## config.mk

```make
export PLATFORM = sky130hd
export DESIGN_NAME = lab3_x_feeder_flat
export DESIGN_NICKNAME = d
export VERILOG_FILES = /design/src/rtl/lab3_x_feeder_if.sv /design/src/rtl/lab3_x_feeder.sv /design/src/flat_wrapper.sv
export SDC_FILE = /design/constraint.sdc
export NUM_CORES = 1
export LEC_CHECK = 0
export BUFFER_PORTS_ARGS = -buffer_cell sky130_fd_sc_hd__buf_2
export CAP_MARGIN = 25
export CORE_UTILIZATION = 40
export DETAILED_ROUTE_END_ITERATION = 12
export PLACE_DENSITY_LB_ADDON = 0.1
export REMOVE_ABC_BUFFERS = 1
export SLEW_MARGIN = 0
export SYNTH_ARGS = -nofsm -noshare
export SYNTH_HDL_FRONTEND = slang
export SYNTH_SLANG_ARGS = --single-unit
```

## constraint.sdc

```tcl
create_clock -name clk -period 2.6 [get_ports clk]
set_input_delay 0.52 -clock clk [delete_from_list [all_inputs] [get_ports clk]]
set_output_delay 0.52 -clock clk [all_outputs]
set_load 0.01 [all_outputs]
```

## src/rtl/lab3_x_feeder_if.sv

```systemverilog
// Operand/handshake bundle between the x feeder and the 5-input function block.
// master = feeder side, slave = consumer/stimulus side.
interface lab3_x_feeder_if #(
    parameter int WIDTH = 5
);
    logic             mode;
    logic             sin_valid;
    logic             sin_start;
    logic             sin_data;
    logic             x_ready;
    logic [WIDTH-1:0] x;
    logic             x_valid;
    logic             busy;
    logic [7:0]       frame_cnt;
    logic             ovr;
    logic             done;
    logic             perr;

    modport master (
        input  mode, sin_valid, sin_start, sin_data, x_ready,
        output x, x_valid, busy, frame_cnt, ovr, done, perr
    );

    modport slave (
        output mode, sin_valid, sin_start, sin_data, x_ready,
        input  x, x_valid, busy, frame_cnt, ovr, done, perr
    );
endinterface

```

## src/rtl/lab3_x_feeder.sv

```systemverilog
// Operand feeder: serial MSB-first frame assembly or exhaustive 0..SWEEP_LAST sweep.
// Optional macro LAB3_FEEDER_PARITY_EN adds a trailing even-parity bit to serial frames.
//
// state   | meaning
// --------+-----------------------------------------------------------
// S_IDLE  | nothing pending; mode and frame starts are sampled here
// S_SHIFT | collecting serial frame bits
// S_HOLD  | serial word presented on x, waiting for handshake
// S_SWEEP | presenting sweep counter on x, advancing per handshake
module lab3_x_feeder #(
    parameter int WIDTH      = 5,
    parameter int SWEEP_LAST = 31
) (
    input  logic               clk,
    input  logic               rst_n,
    lab3_x_feeder_if.master    bus
);

    typedef enum logic [1:0] {
        S_IDLE  = 2'd0,
        S_SHIFT = 2'd1,
        S_HOLD  = 2'd2,
        S_SWEEP = 2'd3
    } state_t;

`ifdef LAB3_FEEDER_PARITY_EN
    localparam int FRAME_BITS = WIDTH + 1;
`else
    localparam int FRAME_BITS = WIDTH;
`endif
    localparam int CNT_W = 3;
    localparam logic [CNT_W-1:0] LAST_IDX = CNT_W'(FRAME_BITS - 1);

    state_t                r_state;
    state_t                w_state_nxt;
    logic [FRAME_BITS-2:0] r_shreg;
    logic [CNT_W-1:0]      r_bitcnt;
    logic [WIDTH-1:0]      r_x;
    logic [7:0]            r_frame_cnt;
    logic                  r_ovr;
    logic                  r_done;
    logic                  r_perr;

    logic [FRAME_BITS-1:0] w_next_shreg;
    logic [WIDTH-1:0]      w_word;
    logic                  w_par_ok;
    logic                  w_start;
    logic                  w_hs;
    logic                  w_frame_end;
    logic                  w_sweep_end;

    logic                  w_x_valid;
    logic                  w_busy;
    logic                  w_load_first;
    logic                  w_shift_in;
    logic                  w_commit;
    logic                  w_ovr_evt;
    logic                  w_perr_evt;
    logic                  w_sweep_init;
    logic                  w_sweep_inc;
    logic                  w_done_evt;

    assign w_next_shreg = {r_shreg, bus.sin_data};
    assign w_start      = bus.sin_valid & bus.sin_start;
    assign w_hs         = bus.x_ready & ((r_state == S_HOLD) | (r_state == S_SWEEP));
    assign w_frame_end  = (r_state == S_SHIFT) & bus.sin_valid & ~bus.sin_start
                          & (r_bitcnt == LAST_IDX);
    assign w_sweep_end  = (r_x == WIDTH'(SWEEP_LAST));

`ifdef LAB3_FEEDER_PARITY_EN
    // Data sits above the parity bit; even parity means the whole frame XORs to 0.
    assign w_word   = w_next_shreg[FRAME_BITS-1 -: WIDTH];
    assign w_par_ok = ~(^w_next_shreg);
`else
    assign w_word   = w_next_shreg;
    assign w_par_ok = 1'b1;
`endif

    always_ff @(posedge clk or negedge rst_n) begin
        if (!rst_n) begin
            r_state <= S_IDLE;
        end else begin
            r_state <= w_state_nxt;
        end
    end

    always_comb begin
        w_state_nxt = r_state;
        case (r_state)
            S_IDLE: begin
                if (bus.mode) begin
                    w_state_nxt = S_SWEEP;
                end else if (w_start) begin
                    w_state_nxt = S_SHIFT;
                end
            end
            S_SHIFT: begin
                if (w_frame_end) begin
                    w_state_nxt = w_par_ok ? S_HOLD : S_IDLE;
                end
            end
            S_HOLD: begin
                if (w_hs) begin
                    w_state_nxt = w_start ? S_SHIFT : S_IDLE;
                end
            end
            S_SWEEP: begin
                if (w_hs && w_sweep_end) begin
                    w_state_nxt = S_IDLE;
                end
            end
            default: w_state_nxt = S_IDLE;
        endcase
    end

    always_comb begin
        w_x_valid    = (r_state == S_HOLD) || (r_state == S_SWEEP);
        w_busy       = (r_state != S_IDLE);
        w_load_first = 1'b0;
        w_shift_in   = 1'b0;
        w_commit     = 1'b0;
        w_ovr_evt    = 1'b0;
        w_perr_evt   = 1'b0;
        w_sweep_init = 1'b0;
        w_sweep_inc  = 1'b0;
        w_done_evt   = 1'b0;
        case (r_state)
            S_IDLE: begin
                if (bus.mode) begin
                    w_sweep_init = 1'b1;
                end else if (w_start) begin
                    w_load_first = 1'b1;
                end
            end
            S_SHIFT: begin
                if (w_start) begin
                    w_load_first = 1'b1;
                end else if (w_frame_end) begin
                    w_commit   = w_par_ok;
                    w_perr_evt = ~w_par_ok;
                end else if (bus.sin_valid) begin
                    w_shift_in = 1'b1;
                end
            end
            S_HOLD: begin
                if (w_hs && w_start) begin
                    w_load_first = 1'b1;
                end else if (bus.sin_valid) begin
                    w_ovr_evt = 1'b1;
                end
            end
            S_SWEEP: begin
                if (w_hs) begin
                    w_done_evt  = w_sweep_end;
                    w_sweep_inc = ~w_sweep_end;
                end
            end
            default: ;
        endcase
    end

    always_ff @(posedge clk or negedge rst_n) begin
        if (!rst_n) begin
            r_shreg     <= '0;
            r_bitcnt    <= '0;
            r_x         <= '0;
            r_frame_cnt <= '0;
            r_ovr       <= 1'b0;
            r_done      <= 1'b0;
            r_perr      <= 1'b0;
        end else begin
            r_ovr  <= w_ovr_evt;
            r_done <= w_done_evt;
            r_perr <= w_perr_evt;
            if (w_hs) begin
                r_frame_cnt <= r_frame_cnt + 8'd1;
            end
            if (w_load_first) begin
                r_shreg  <= (FRAME_BITS-1)'(bus.sin_data);
                r_bitcnt <= CNT_W'(1);
            end else if (w_shift_in) begin
                r_shreg  <= w_next_shreg[FRAME_BITS-2:0];
                r_bitcnt <= r_bitcnt + CNT_W'(1);
            end else if (w_commit || w_perr_evt) begin
                r_shreg  <= '0;
                r_bitcnt <= '0;
            end
            if (w_commit) begin
                r_x <= w_word;
            end else if (w_sweep_init) begin
                r_x <= '0;
            end else if (w_sweep_inc) begin
                r_x <= r_x + WIDTH'(1);
            end
        end
    end

    assign bus.x         = r_x;
    assign bus.x_valid   = w_x_valid;
    assign bus.busy      = w_busy;
    assign bus.frame_cnt = r_frame_cnt;
    assign bus.ovr       = r_ovr;
    assign bus.done      = r_done;
    assign bus.perr      = r_perr;

endmodule
```

## src/flat_wrapper.sv

```systemverilog
// flat-port wrapper written by rule: the top's interface ports become plain ports
module lab3_x_feeder_flat 
#(
    parameter int WIDTH      = 5,
    parameter int SWEEP_LAST = 31
)
  (clk, rst_n, bus_mode, bus_sin_valid, bus_sin_start, bus_sin_data, bus_x_ready, bus_x, bus_x_valid, bus_busy, bus_frame_cnt, bus_ovr, bus_done, bus_perr);
  lab3_x_feeder_if #(.WIDTH(WIDTH)) bus_i ();
  input  logic clk;
  input  logic rst_n;
  input wire logic [$bits(bus_i.mode)-1:0] bus_mode;
  input wire logic [$bits(bus_i.sin_valid)-1:0] bus_sin_valid;
  input wire logic [$bits(bus_i.sin_start)-1:0] bus_sin_start;
  input wire logic [$bits(bus_i.sin_data)-1:0] bus_sin_data;
  input wire logic [$bits(bus_i.x_ready)-1:0] bus_x_ready;
  output wire logic [$bits(bus_i.x)-1:0] bus_x;
  output wire logic [$bits(bus_i.x_valid)-1:0] bus_x_valid;
  output wire logic [$bits(bus_i.busy)-1:0] bus_busy;
  output wire logic [$bits(bus_i.frame_cnt)-1:0] bus_frame_cnt;
  output wire logic [$bits(bus_i.ovr)-1:0] bus_ovr;
  output wire logic [$bits(bus_i.done)-1:0] bus_done;
  output wire logic [$bits(bus_i.perr)-1:0] bus_perr;
  assign bus_i.mode = bus_mode;
  assign bus_i.sin_valid = bus_sin_valid;
  assign bus_i.sin_start = bus_sin_start;
  assign bus_i.sin_data = bus_sin_data;
  assign bus_i.x_ready = bus_x_ready;
  assign bus_x = bus_i.x;
  assign bus_x_valid = bus_i.x_valid;
  assign bus_busy = bus_i.busy;
  assign bus_frame_cnt = bus_i.frame_cnt;
  assign bus_ovr = bus_i.ovr;
  assign bus_done = bus_i.done;
  assign bus_perr = bus_i.perr;
  lab3_x_feeder #(.WIDTH(WIDTH), .SWEEP_LAST(SWEEP_LAST)) u_core (.clk(clk), .rst_n(rst_n), .bus(bus_i));
endmodule
```

=== Yosys cells after proc, flatten, opt, wreduce, memory -nomap -nowiden ===
Cells that the tools add are included.

* $add $sub $neg: 3
* Equality and inequality tests: 9
* Muxes and demuxes: 35
* Bitwise operators: 8
* Reduce and logical (&&, ||, !) cells: 8

{| class="wikitable"
|+ Operators with widths
! cell !! number
|-
| 1-bit 2-to-1 mux || 19
|-
| 5-bit 2-to-1 mux || 3
|-
| 4-bit 2-to-1 mux || 3
|-
| 2-bit 2-to-1 mux || 5
|-
| 3-bit 2-to-1 mux || 3
|-
| 8-bit by 1-bit adder with 8-bit output, second input constant || 1
|-
| 2-bit one-hot mux with 4 select lines || 1
|-
| 2-bit by 1-bit != test with 1-bit output, second input constant || 3
|-
| 3-bit nonzero test || 2
|-
| 5-bit by 1-bit adder with 5-bit output, second input constant || 1
|-
| 1-bit bitwise AND || 5
|-
| 5-bit == test, second input constant || 1
|-
| 2-bit == test, second input constant || 2
|-
| 4-bit AND reduction || 1
|-
| 3-bit by 1-bit adder with 3-bit output, second input constant || 1
|-
| 3-bit == test, second input constant || 1
|-
| 3-bit by 2-bit != test with 1-bit output, second input constant || 1
|-
| 1-bit one-hot mux with 3 select lines || 1
|-
| 2-bit by 1-bit == test with 1-bit output, second input constant || 1
|-
| 1-bit logical AND || 2
|-
| 2-bit logical NOT || 1
|-
| 1-bit inverter || 2
|-
| 2-bit nonzero test || 1
|-
| 1-bit logical OR || 1
|-
| 1-bit bitwise OR || 1
|}

* Register bits: 24
* Input bits: 7
* Word-level logic and storage cells: 70

=== Depth between registers and ports, before layout ===
* Depth in word-level cells: 10
* Mapped depth: 8
* Gate-level depth less buffers: 7

=== Worst setup path before layout ===
No wires, ideal clock.

* Path type: reg2reg
* Start: register u_core.r_x[0], in the netlist u_core.bus.x[0]
* End: register u_core.r_x[3], in the netlist u_core.bus.x[3]
* Data arrival time: 1798 ps
* Required time: 2508 ps
* Path slack: 711 ps
* Cell stages (with the launch flop): 9
* Path buffers: 1
* Period minus slack after synthesis: 1889 ps
* Path through: dfrtp_1 -> ha_1 -> and3_1 -> ha_1 -> and4b_1 -> buf_2 -> nand4_1 -> xor2_1 -> o31ai_2

* Longest elaborated chain between the ends: 5

{| class="wikitable"
|+ RTL lines
! element !! RTL line !! RTL
|-
| start: declaration || lab3_x_feeder.sv:38 || <nowiki>logic [WIDTH-1:0] r_x;</nowiki>
|-
| start signal: assignment || lab3_x_feeder.sv:189 || <nowiki>r_x <= w_word;</nowiki>
|-
| start signal: assignment || lab3_x_feeder.sv:193 || <nowiki>r_x <= r_x + WIDTH'(1);</nowiki>
|-
| branches (longest 5 deep; another with 5-bit by 1-bit adder with 5-bit output) || n/a ||
|}

Parallel ways; which one is timed is not known. The select of a mux whose other input is x is not followed.
A chain may end at the register's enable or synchronous reset.

=== Worst setup path after layout ===
Same ends and word-level chain as after synthesis.

==> results_dict.tcl <==
set metrics [dict create \
    outcome "complete, but fails checks" \
    violations "DRC" \
    worstSkewPairLatency_ps 320 \
    area_growth_pct 13.07 \
    die_h_microns 57.57 \
    grtUsageMet3_pct 4.308 \
    die_x_microns 57.57 \
    gp_congestion 0.7750 \
    num-fill-cells 273 \
    synthTopCellsByCount "24 x dfrtp_1, 20 x nand2_1, 7 x nand3_1, 7 x o21ai_0, 6 x xnor2_1" \
    clockBufferDepth 2 \
    io_buffer_count 23 \
    synth.most_common_cell "dfrtp_1" \
    ys_warn_count 0 \
    path_class "register to register" \
    timing.hold.ws_ps 157.4 \
    worst_pin_slew_ps 528.2 \
    grt_pass1_vias 896 \
    cpMaxStageDelayCell "dfrtp_1" \
    r2r_start "u_core.bus.x[0]$_DFFE_PN0P_" \
    fin_worst_skew_ps 4.573 \
    n_antenna_cell 0 \
    row_count 19 \
    drtAntennaViolNets 0 \
    ir_drop_uv 505.0 \
    cts_resized 0 \
    cellLeakagePower_nw 0.7063 \
    synth_top_area_share_pct 48.63 \
    wl_per_cell_microns 13.79 \
    hold_viol_final 0 \
    drt_wl_total_microns 2400 \
    yosysSeqAreaShare_pct 48.63 \
    ys.flop_type "dfrtp_1" \
    ys_async_sr_fraction_pct 100.0 \
    synth_area_leaders "dfrtp_1 49%, nand2_1 6.1%, ha_1 5.1%" \
    fin_crit_sh_pct 80.08 \
    p_switching_mw 0.5111 \
    core_sq_um 2829 \
    grt_setup_unrepaired "no" \
    postCtsSetupBuffers 0 \
    cap_violations 0 \
    cts_root_buf "clkbuf_4" \
    fp.dieArea_sq_um 3314 \
    antenna_found_initial 0 \
    syn_avg_cell_area_sq_um 10.04 \
    grt_use_met2_pct 23.59 \
    ios 25 \
    critPathArrivalTime_ps 2330 \
    cts_tree "built" \
    required_ps 2840 \
    crit_path_cell_trace "ha_1 -> and3_1 -> ha_1 -> and4b_1 -> nand4_1 -> xor2_1 -> o31ai_2" \
    multi_input_area_sq_um 574.3 \
    synthesis.area_sq_um 1235 \
    crit_path_start "u_core.bus.x[0]$_DFFE_PN0P_" \
    drt_pass1_iterations 8 \
    finalMaxSlewViolations 0 \
    cpPeakStageDelay_ps 450 \
    clkPwrFrac_pct 19.4 \
    start_util_pct 43.65 \
    fin_tns_setup_ps 0 \
    worst_setup_path_end_kind "register" \
    dp_hpwl_microns 1762 \
    seq_area_sq_um 600.6 \
    p_seq_share_pct 47.2 \
    htree_levels 1 \
    grt_max_degree 25 \
    grtUsageMet1_pct 24.24 \
    ys_seq_elements 24 \
    synth_cells 123 \
    busiest_layer "met1" \
    worstPathMaxFanout 5 \
    pwr-share-comb_pct 33.4 \
    power_density_nw_per_um2 992.7 \
    finalSetupViolations 0 \
    cts_hold_buf 0 \
    path_delay_family "simple AND/OR/NAND/NOR gates" \
    drcViolationCount 3 \
    cts_made_buffers 3 \
    crit_top_cell "ha_1" \
    start_kind "register" \
    internal-power_mw 0.8751 \
    post-route-min-period_ps 2082 \
    routed_via_density 5.293 \
    drive_above_1_share_pct 20.28 \
    clk_pin_slew_ps 130 \
    min_path_type "primary input to asynchronous set/reset pin" \
    nNetsFinal 156 \
    grt_pass1_wl_microns 4181 \
    drtIter0Drc 27 \
    synth-edff-count 0 \
    sw_frac_of_total_pct 36.87 \
    vias 921 \
    timing.fmax_mhz 480.3 \
    clkSinkCount 24 \
    grt_use_total_pct 16.28 \
    synth.distinct_cells 32 \
    slew_headroom_pct 64.79 \
    cp.buffers_inverters 0 \
    grt_overflow 0 \
    synth_area_leader_cell "dfrtp_1" \
]
power groups by stage:
| stage | clock network [mW] | logic, mW | registers, mW |
|---|---|---|---|
| after floorplan | 0 | 0.289 | 0.660 |
| after global placement | 0 | 0.464 | 0.649 |
| after detailed placement | 0 | 0.466 | 0.660 |
| after CTS | 0.280 | 0.468 | 0.652 |
| after global routing | 0.292 | 0.527 | 0.678 |
| final | 0.268 | 0.463 | 0.655 |
sequential cells by signal, indices dropped and copies added (netlist names):
name,cells
u_core.bus.ovr,1
u_core.bus.frame_cnt,8
u_core.bus.done,1
u_core.r_bitcnt,3
u_core.r_state,2
u_core.r_shreg,4
u_core.bus.x,5
layout by cell type (no fill, tap or decap):
cell and n:
and3_1 4, clkbuf_4 3, a211oi_1 1, o31ai_2 1
ha_1 5, xor2_1 4, nand3_1 7, and4b_1 1
a21oi_1 3, and4bb_4 1, conb_1 1, o22a_1 1
o22ai_1 3, nor2b_1 1, bufinv_16 1, dfrtp_1 24
a31oi_1 2, and3b_1 1, nand2b_1 1, xnor2_1 6
buf_2 23, o21ai_0 7, nand4_1 2, nand4bb_1 1
nor2_1 4, mux2i_1 2, inv_1 4, and2_1 4
nand2_1 20, a22o_1 4, o2bb2ai_1 1
per-stage QoR:
stage / setup WS (ps) / util, % / instances / power [mW] / area, sq um
5_1_grt: 417.3 / 49.36 / 174 / 1.498 / 1396
3_3_place_gp: 713.3 / 47.50 / 170 / 1.113 / 1344
6_report: 517.9 / 49.36 / 174 / 1.386 / 1396
2_1_floorplan: 709.8 / - / 116 / 0.9494 / 1190
4_1_cts: 519.0 / 49.36 / 174 / 1.400 / 1396
3_5_place_dp: 553.9 / 47.50 / 170 / 1.126 / 1344
cell families after synthesis:
logic type,count (synthesis),synth area share (%)
other cells,1,0.3037
compound gates,23,12.46
simple gates,47,19.96
buf+inv,11,4.862
mux,2,1.621
xor+xnor,10,7.092
flops,24,48.63
fa+ha+maj,5,5.066
worst paths after layout:
check	to	slack, ps	cells past startpoint
worst min register to register	u_core.bus.frame_cnt[7]$_DFFE_PN0N_	470	1
min in group clk	u_core.bus.ovr$_DFF_PN0_	450	2
worst min-delay path	u_core.bus.frame_cnt[7]$_DFFE_PN0N_	160	1
worst max-delay path	u_core.bus.x[3]$_DFFE_PN0P_	520	7
worst max register to register	u_core.bus.x[3]$_DFFE_PN0P_	520	7
max in group asynchronous	u_core.r_state[1]$_DFFE_PN0P_	2090	1
metal layers:
layer	vias up	part of all wire [%]
met5	-	0
li1	462	-
met1	435	53
met2	20	41
met4	0	1.5
met3	4	3.8
final cells by class:
class                      count  area share, %
timing repair buffer          23          8.244
clock buffer                   3          1.613
inverter                       4          1.075
tap                           31          2.778
multi-input combinational     88          41.13
sequential                    24          43.01
clock inverter                 1          2.151
(Power assumes the default switching activity.)
